==> config.mk <==
export PLATFORM = sky130hd
export DESIGN_NAME = com_send_arb_flat
export DESIGN_NICKNAME = d
export VERILOG_FILES = /design/src/rtl/com_pkg.sv /design/src/rtl/com_send_arb_if.sv /design/src/rtl/com_arb_pick.sv /design/src/rtl/com_send_arb.sv /design/src/flat_wrapper.sv
export SDC_FILE = /design/constraint.sdc
export NUM_CORES = 1
export LEC_CHECK = 0
export BUFFER_PORTS_ARGS = -buffer_cell sky130_fd_sc_hd__clkbuf_2
export CAP_MARGIN = 25
export CELL_PAD_IN_SITES_DETAIL_PLACEMENT = 0
export CELL_PAD_IN_SITES_GLOBAL_PLACEMENT = 2
export CORE_AREA = 3 3 102 104
export CTS_CLUSTER_DIAMETER = 100
export CTS_CLUSTER_SIZE = 20
export DETAILED_ROUTE_END_ITERATION = 6
export DIE_AREA = 0 0 105 107
export PLACE_DENSITY_LB_ADDON = 0.1
export SETUP_SLACK_MARGIN = 0.5
export SKIP_CTS_REPAIR_TIMING = 1
export SLEW_MARGIN = 10
export SYNTH_ARGS = -nofsm -noshare
export SYNTH_HDL_FRONTEND = slang
export SYNTH_HIERARCHICAL = 1
export SYNTH_SLANG_ARGS = --single-unit
==> constraint.sdc <==
create_clock -name clk -period 2.95 [get_ports clk]
set_clock_uncertainty 0.15 [all_clocks]
set_input_delay 0.1475 -clock clk [delete_from_list [all_inputs] [get_ports clk]]
set_output_delay 0.1475 -clock clk [all_outputs]
set_load 0.01 [all_outputs]
==> src/rtl/com_pkg.sv <==
// ---------------------------------------------------------------------------
// com_pkg
// Shared definitions for the com_cs send path: bag type codes, field widths
// and the state encoding of the send arbiter FSM.
// ---------------------------------------------------------------------------
package com_pkg;

    localparam int BTYPE_W = 4;
    localparam int LEN_W   = 12;
    localparam int ADDR_W  = 12;

    localparam logic [BTYPE_W-1:0] BAG_ACK = 4'b0001;
    localparam logic [BTYPE_W-1:0] BAG_NAK = 4'b0010;

    typedef enum logic [2:0] {
        ST_IDLE     = 3'd0,
        ST_WAIT     = 3'd1,
        ST_PICK     = 3'd2,
        ST_LATCH    = 3'd3,
        ST_SEND     = 3'd4,
        ST_DROP     = 3'd5,
        ST_REQ_DONE = 3'd6
    } send_state_e;

endpackage

==> src/rtl/com_send_arb_if.sv <==
// ---------------------------------------------------------------------------
// com_send_arb_if
// The com_cs send channel: four-phase fs_send/fd_send handshake plus the
// packet descriptor sampled by com_cs.
//   master : arbiter side (drives fs_send and the descriptor, reads fd_send)
//   slave  : com_cs side  (reads fs_send and the descriptor, drives fd_send)
// ---------------------------------------------------------------------------
interface com_send_arb_if;
    import com_pkg::*;

    logic               fs_send;
    logic               fd_send;
    logic [BTYPE_W-1:0] send_btype;
    logic [LEN_W-1:0]   send_dlen;
    logic [ADDR_W-1:0]  send_ram_init;

    modport master (
        output fs_send, send_btype, send_dlen, send_ram_init,
        input  fd_send
    );

    modport slave (
        input  fs_send, send_btype, send_dlen, send_ram_init,
        output fd_send
    );
endinterface

==> src/rtl/com_arb_pick.sv <==
// ---------------------------------------------------------------------------
// com_arb_pick
// Combinational winner select for the send arbiter.
//   req    in   NUM_REQ  pending requests
//   rr_ptr in   IDX_W    round-robin search start
//   valid  out  1        at least one request pending
//   idx    out  IDX_W    winning requester
// Build option: COM_SEND_ARB_PRIO_EN selects fixed priority (lowest index
// wins, rr_ptr ignored); otherwise round-robin starting at rr_ptr.
// ---------------------------------------------------------------------------
module com_arb_pick #(
    parameter int NUM_REQ = 4,
    parameter int IDX_W   = 2
) (
    input  logic [NUM_REQ-1:0] req,
    input  logic [IDX_W-1:0]   rr_ptr,
    output logic               valid,
    output logic [IDX_W-1:0]   idx
);
    assign valid = |req;

`ifdef COM_SEND_ARB_PRIO_EN
    logic [IDX_W-1:0] unused_rr_ptr;
    assign unused_rr_ptr = rr_ptr;

    // Walk downwards so the lowest set index is the last to overwrite idx.
    always_comb begin
        idx = '0;
        for (int k = NUM_REQ - 1; k >= 0; k--) begin
            if (req[k]) idx = IDX_W'(k);
        end
    end
`else
    // cand[k] is the requester examined k-th when searching from rr_ptr.
    logic [IDX_W-1:0] cand [NUM_REQ];

    for (genvar gi = 0; gi < NUM_REQ; gi++) begin : g_cand
        assign cand[gi] = IDX_W'((int'(rr_ptr) + gi) % NUM_REQ);
    end

    always_comb begin
        idx = '0;
        for (int k = NUM_REQ - 1; k >= 0; k--) begin
            if (req[cand[k]]) idx = cand[k];
        end
    end
`endif
endmodule

==> src/rtl/com_send_arb.sv <==
// ---------------------------------------------------------------------------
// com_send_arb
// Shares the single com_cs send channel among NUM_REQ requesters: picks one
// pending requester, latches its descriptor, runs the four-phase send
// handshake with com_cs and returns done to the winner.
// Ports:
//   clk, rst       clock, synchronous active-high reset
//   req_fs/req_fd  per-requester send request / done
//   req_btype, req_dlen, req_ram_init  packed per-requester descriptors
//   send           com_cs channel (master modport)
//   grant_idx      current/last granted requester
//   busy           transaction in progress (PICK..REQ_DONE)
// Build option: COM_SEND_ARB_PRIO_EN -> fixed priority arbitration.
// ---------------------------------------------------------------------------
module com_send_arb
    import com_pkg::*;
#(
    parameter int NUM_REQ = 4,
    parameter int IDX_W   = 2
) (
    input  logic                      clk,
    input  logic                      rst,
    input  logic [NUM_REQ-1:0]        req_fs,
    output logic [NUM_REQ-1:0]        req_fd,
    input  logic [BTYPE_W*NUM_REQ-1:0] req_btype,
    input  logic [LEN_W*NUM_REQ-1:0]  req_dlen,
    input  logic [ADDR_W*NUM_REQ-1:0] req_ram_init,
    com_send_arb_if.master            send,
    output logic [IDX_W-1:0]          grant_idx,
    output logic                      busy
);
    send_state_e        state_q, state_d;
    logic [IDX_W-1:0]   grant_q;
    logic [IDX_W-1:0]   rr_q, rr_d;
    logic [BTYPE_W-1:0] btype_q;
    logic [LEN_W-1:0]   dlen_q;
    logic [ADDR_W-1:0]  init_q;

    logic               pick_valid;
    logic [IDX_W-1:0]   pick_idx;

    logic [BTYPE_W-1:0] btype_arr [NUM_REQ];
    logic [LEN_W-1:0]   dlen_arr  [NUM_REQ];
    logic [ADDR_W-1:0]  init_arr  [NUM_REQ];

    for (genvar gi = 0; gi < NUM_REQ; gi++) begin : g_unpack
        assign btype_arr[gi] = req_btype[gi*BTYPE_W +: BTYPE_W];
        assign dlen_arr[gi]  = req_dlen[gi*LEN_W +: LEN_W];
        assign init_arr[gi]  = req_ram_init[gi*ADDR_W +: ADDR_W];
    end

    com_arb_pick #(
        .NUM_REQ (NUM_REQ),
        .IDX_W   (IDX_W)
    ) u_pick (
        .req    (req_fs),
        .rr_ptr (rr_q),
        .valid  (pick_valid),
        .idx    (pick_idx)
    );

`ifdef COM_SEND_ARB_PRIO_EN
    assign rr_d = '0;
`else
    // Next search starts just after the winner, wrapping at NUM_REQ-1.
    assign rr_d = (grant_q == IDX_W'(NUM_REQ - 1)) ? '0 : grant_q + IDX_W'(1);
`endif

    always_ff @(posedge clk) begin
        if (rst) begin
            state_q <= ST_IDLE;
            grant_q <= '0;
            rr_q    <= '0;
            btype_q <= '0;
            dlen_q  <= '0;
            init_q  <= '0;
        end else begin
            state_q <= state_d;
            // If every request vanished before PICK the previous grant is kept.
            if (state_q == ST_PICK && pick_valid) begin
                grant_q <= pick_idx;
            end
            // Descriptor is captured once; later requester changes are ignored.
            if (state_q == ST_LATCH) begin
                btype_q <= btype_arr[grant_q];
                dlen_q  <= dlen_arr[grant_q];
                init_q  <= init_arr[grant_q];
                rr_q    <= rr_d;
            end
        end
    end

    always_comb begin
        state_d = state_q;
        case (state_q)
            ST_IDLE:     state_d = ST_WAIT;
            ST_WAIT:     if (|req_fs) state_d = ST_PICK;
            ST_PICK:     state_d = ST_LATCH;
            ST_LATCH:    state_d = ST_SEND;
            ST_SEND:     if (send.fd_send) state_d = ST_DROP;
            ST_DROP:     if (!send.fd_send) state_d = ST_REQ_DONE;
            ST_REQ_DONE: if (!req_fs[grant_q]) state_d = ST_WAIT;
            default:     state_d = ST_IDLE;
        endcase
    end

    // All handshake outputs decode the registered state only.
    assign send.fs_send       = (state_q == ST_SEND);
    assign send.send_btype    = btype_q;
    assign send.send_dlen     = dlen_q;
    assign send.send_ram_init = init_q;
    assign req_fd             = (state_q == ST_REQ_DONE) ? (NUM_REQ'(1) << grant_q) : '0;
    assign busy               = (state_q == ST_PICK)  || (state_q == ST_LATCH) ||
                                (state_q == ST_SEND)  || (state_q == ST_DROP)  ||
                                (state_q == ST_REQ_DONE);
    assign grant_idx          = grant_q;
endmodule
==> src/flat_wrapper.sv <==
// flat-port wrapper written by rule: the top's interface ports become plain ports
module com_send_arb_flat import com_pkg::*;
#(
    parameter int NUM_REQ = 4,
    parameter int IDX_W   = 2
)
  (clk, rst, req_fs, req_fd, req_btype, req_dlen, req_ram_init, grant_idx, busy, send_fs_send, send_send_btype, send_send_dlen, send_send_ram_init, send_fd_send);
  com_send_arb_if send_i ();
  input  logic clk;
  input  logic rst;
  input  logic [NUM_REQ-1:0] req_fs;
  output logic [NUM_REQ-1:0] req_fd;
  input  logic [BTYPE_W*NUM_REQ-1:0] req_btype;
  input  logic [LEN_W*NUM_REQ-1:0] req_dlen;
  input  logic [ADDR_W*NUM_REQ-1:0] req_ram_init;
  output logic [IDX_W-1:0] grant_idx;
  output logic busy;
  output wire logic [$bits(send_i.fs_send)-1:0] send_fs_send;
  output wire logic [$bits(send_i.send_btype)-1:0] send_send_btype;
  output wire logic [$bits(send_i.send_dlen)-1:0] send_send_dlen;
  output wire logic [$bits(send_i.send_ram_init)-1:0] send_send_ram_init;
  input wire logic [$bits(send_i.fd_send)-1:0] send_fd_send;
  assign send_fs_send = send_i.fs_send;
  assign send_send_btype = send_i.send_btype;
  assign send_send_dlen = send_i.send_dlen;
  assign send_send_ram_init = send_i.send_ram_init;
  assign send_i.fd_send = send_fd_send;
  com_send_arb #(.NUM_REQ(NUM_REQ), .IDX_W(IDX_W)) u_core (.clk(clk), .rst(rst), .req_fs(req_fs), .req_fd(req_fd), .req_btype(req_btype), .req_dlen(req_dlen), .req_ram_init(req_ram_init), .send(send_i), .grant_idx(grant_idx), .busy(busy));
endmodule
==> impl_metrics.env <==
export IMPL_status="completed"
export IMPL_clkSlewWorstSetupHoldPaths_ps=70
export IMPL_via_count=2241
export IMPL_whs_endpoint="u_core/state_q[1]"
export IMPL_synth_top_area_share_pct=31.0
export IMPL_setup_ws_ps=792
export IMPL_r2r_end="u_core/state_q[0]"
export IMPL_grt_overflow_total=0
export IMPL_clk_path_buf_depth=2
export IMPL_whs_path_depth=4
export IMPL_port_buffer_count=154
export IMPL_synth_adder_area_share_pct=2.22
export IMPL_cts_buffers=5
export IMPL_hold_path_class="input pin to flip-flop"
export IMPL_drv_slew=0
export IMPL_wirelength_um=7300
export IMPL_mostFrequentLayoutCells="clkbuf_2, nand2_1, a21oi_1"
export IMPL_die_w_um=105
export IMPL_wl_per_cell_um=14.2
export IMPL_worst_slew_pin_slew_ps=836
export IMPL_cts_tree="built"
export IMPL_antenna_found_initial=0
export IMPL_syn_cell_area_um2=2260
export IMPL_worst_setup_path_end_kind="primary output"
export IMPL_fmax_mhz=463
export IMPL_cpPeakStageDelay_ps=700
export IMPL_setup_viol=0
export IMPL_grt_pass1_vias=2239
export IMPL_criticalPathCategory="flip-flop to primary output"
export IMPL_htree_levels=2
export IMPL_relSlewSlack_pct=44.2
export IMPL_rows=36
export IMPL_antenna_left=0
export IMPL_cts_sinks=35
export IMPL_dieArea_um2=11200
export IMPL_layout_commonest_cell="clkbuf_2"
export IMPL_async_flop_share_pct=0
export IMPL_seq_area_frac_synth_pct=31.0
export IMPL_power_leakage_uw=0.00139
export IMPL_diodes=0
export IMPL_drive_above_1_share_pct=53.3
export IMPL_cts_root_buf="clkbuf_8"
export IMPL_finalHoldViolCount=0
export IMPL_path_cells="buf_12 > inv_1 > ha_1 > and2_1 > clkbuf_2"
export IMPL_critical_path_max_fanout=20
export IMPL_final_nets=501
export IMPL_cp_arrival_ps=1860
export IMPL_synth_seq_cells=35
export IMPL_ys_warn_count=6
export IMPL_drtIter0Drc=79
export IMPL_design_area_um2=3200
export IMPL_place_area_um2=3120
export IMPL_grt_pass1_wl_um=11400
export IMPL_critPathLaunch="u_core/grant_idx[0]"
export IMPL_grt_start_max_net_pins=36
export IMPL_synth_top_family_by_area="multiplexers"
export IMPL_holdWs_ps=46.5
export IMPL_clkLatencyLatePin_ps=280
export IMPL_utilization_pct=33.2
export IMPL_worst_r2r_path_depth=5
export IMPL_avgSynthCellArea_um2=9.78
export IMPL_firstDrtPassIters=4
export IMPL_synthMuxAreaShare_pct=30.4
export IMPL_postSynthCellCount=231
export IMPL_vdd_drop_max_mv=0.146
export IMPL_period_needed_ps=2160
export IMPL_hpwlAfterDp_um=5560
export IMPL_synthXorXnorAreaFrac_pct=0.388
export IMPL_syn_to_final_growth_pct=41.6
export IMPL_synth_top_area_cell="dfxtp_1"
export IMPL_maxCapViolCount=0
export IMPL_drc=0
export IMPL_rsz0062_at_grt="no"
export IMPL_finalSetupTns_ps=0
export IMPL_fp_dieH_um=107
export IMPL_synth_compound_area_share_pct=11.1
export IMPL_synth_edf_count=0
export IMPL_worstHoldStart="send_fd_send"
export IMPL_ioPinCount=155
export IMPL_startpoint_type="flip-flop"
export IMPL_gp_congestion=0.696
export IMPL_pre_cts_ws_ps=974
export IMPL_power_density_nw_per_um2=370
export IMPL_reg2reg_slack_ps=1030
export IMPL_synth_area_leaders="dfxtp_1, mux4_2, nand2_1"
export IMPL_cp_data_required_time_ps=2650
export IMPL_ys_types=32
export IMPL_core_area_um2=9640
export IMPL_grt_usage_pct=12.7
export IMPL_start_util_pct=23.4
export IMPL_synth_main_ff_cell="dfxtp_1"
export IMPL_post_route_period_util_pct=73.1
export IMPL_detail_route_vias_per_cell=4.38
export IMPL_synthSimpleGateAreaFrac_pct=18.3
export IMPL_slowest_stage="dfxtp_2"
export IMPL_worstReg2RegStart="u_core/grant_idx[0]"
export IMPL_synth_net_count=354
==> state kept, by name, summed over array words and instances, names as in the netlist <==
| signal | flops |
|---|---|
| u_core/send.send_ram_init | 12 |
| u_core/send.send_btype | 4 |
| u_core/send.send_dlen | 12 |
| u_core/state_q | 3 |
| u_core/grant_idx | 2 |
| u_core/rr_q | 2 |
==> worst max-delay path by stage <==
stage	endpoint	slack, ps
final	req_fd[2]	790
after global routing	req_fd[2]	590
after CTS	req_fd[2]	710
after detailed placement	u_core/state_q[0]	970
after global placement	u_core/send.send_dlen[2]	1000
after floorplan	u_core/state_q[0]	1320
==> layout make-up <==
class	count	area, µm²
Inverter	4	15.0
Clock buffer	7	76.3
Tap cell	133	166
Multi-Input combinational cell	173	1410
Fill cell	1075	6440
Clock inverter	1	5.00
Sequential cell	35	703
Timing Repair Buffer	159	821
==> metal layers <==
layer,routed length (µm),global-route usage (%),vias to the layer above
met5,0,0,-
met2,3600,21.9,89
met4,60,3.09,0
met3,587,4.09,5
li1,-,-,1119
met1,3050,15.5,1028
==> worst max-delay path: cells and delay by family, from the launching register on <==
family	cells	cell delay, ps
DFF	1	700
buffers and inverters	3	510
and+or+nand+nor	1	130
adders and majority gates	1	220
==> per-stage QoR <==
step,cells,power (µW)
CTS,512,1220
finish,512,1180
floorplan,231,733
detailed placement,504,866
global route,512,1270
global placement,504,864
==> cell usage after synthesis (all sizes together), types with 2 or more instances <==
cell     n
ha       4
a211oi   3
dfxtp   35
a21oi   35
nand2b   3
nor3     2
nand2   62
buf     15
mux4    28
nor2    14
and2     4
clkbuf   4
inv      4
mux2i    4
==> cells by family after synthesis <==
kind of cell | Yosys count
buffers and inverters | 23
AND/OR/NAND/NOR | 92
adder cells (fa/ha/maj) | 4
XOR/XNOR | 1
flip-flops | 35
multiplexers | 33
AO/OA/AOI/OAI | 43
==> power by group <==
group	internal, µW	leakage (µW)	switching [µW]	total, µW
logic	173	0.00106	138	310
registers	500	0.000284	36.6	536
clock network	166	0.0000422	170	336
No activity file was read; power rests on OpenSTA's default activity.
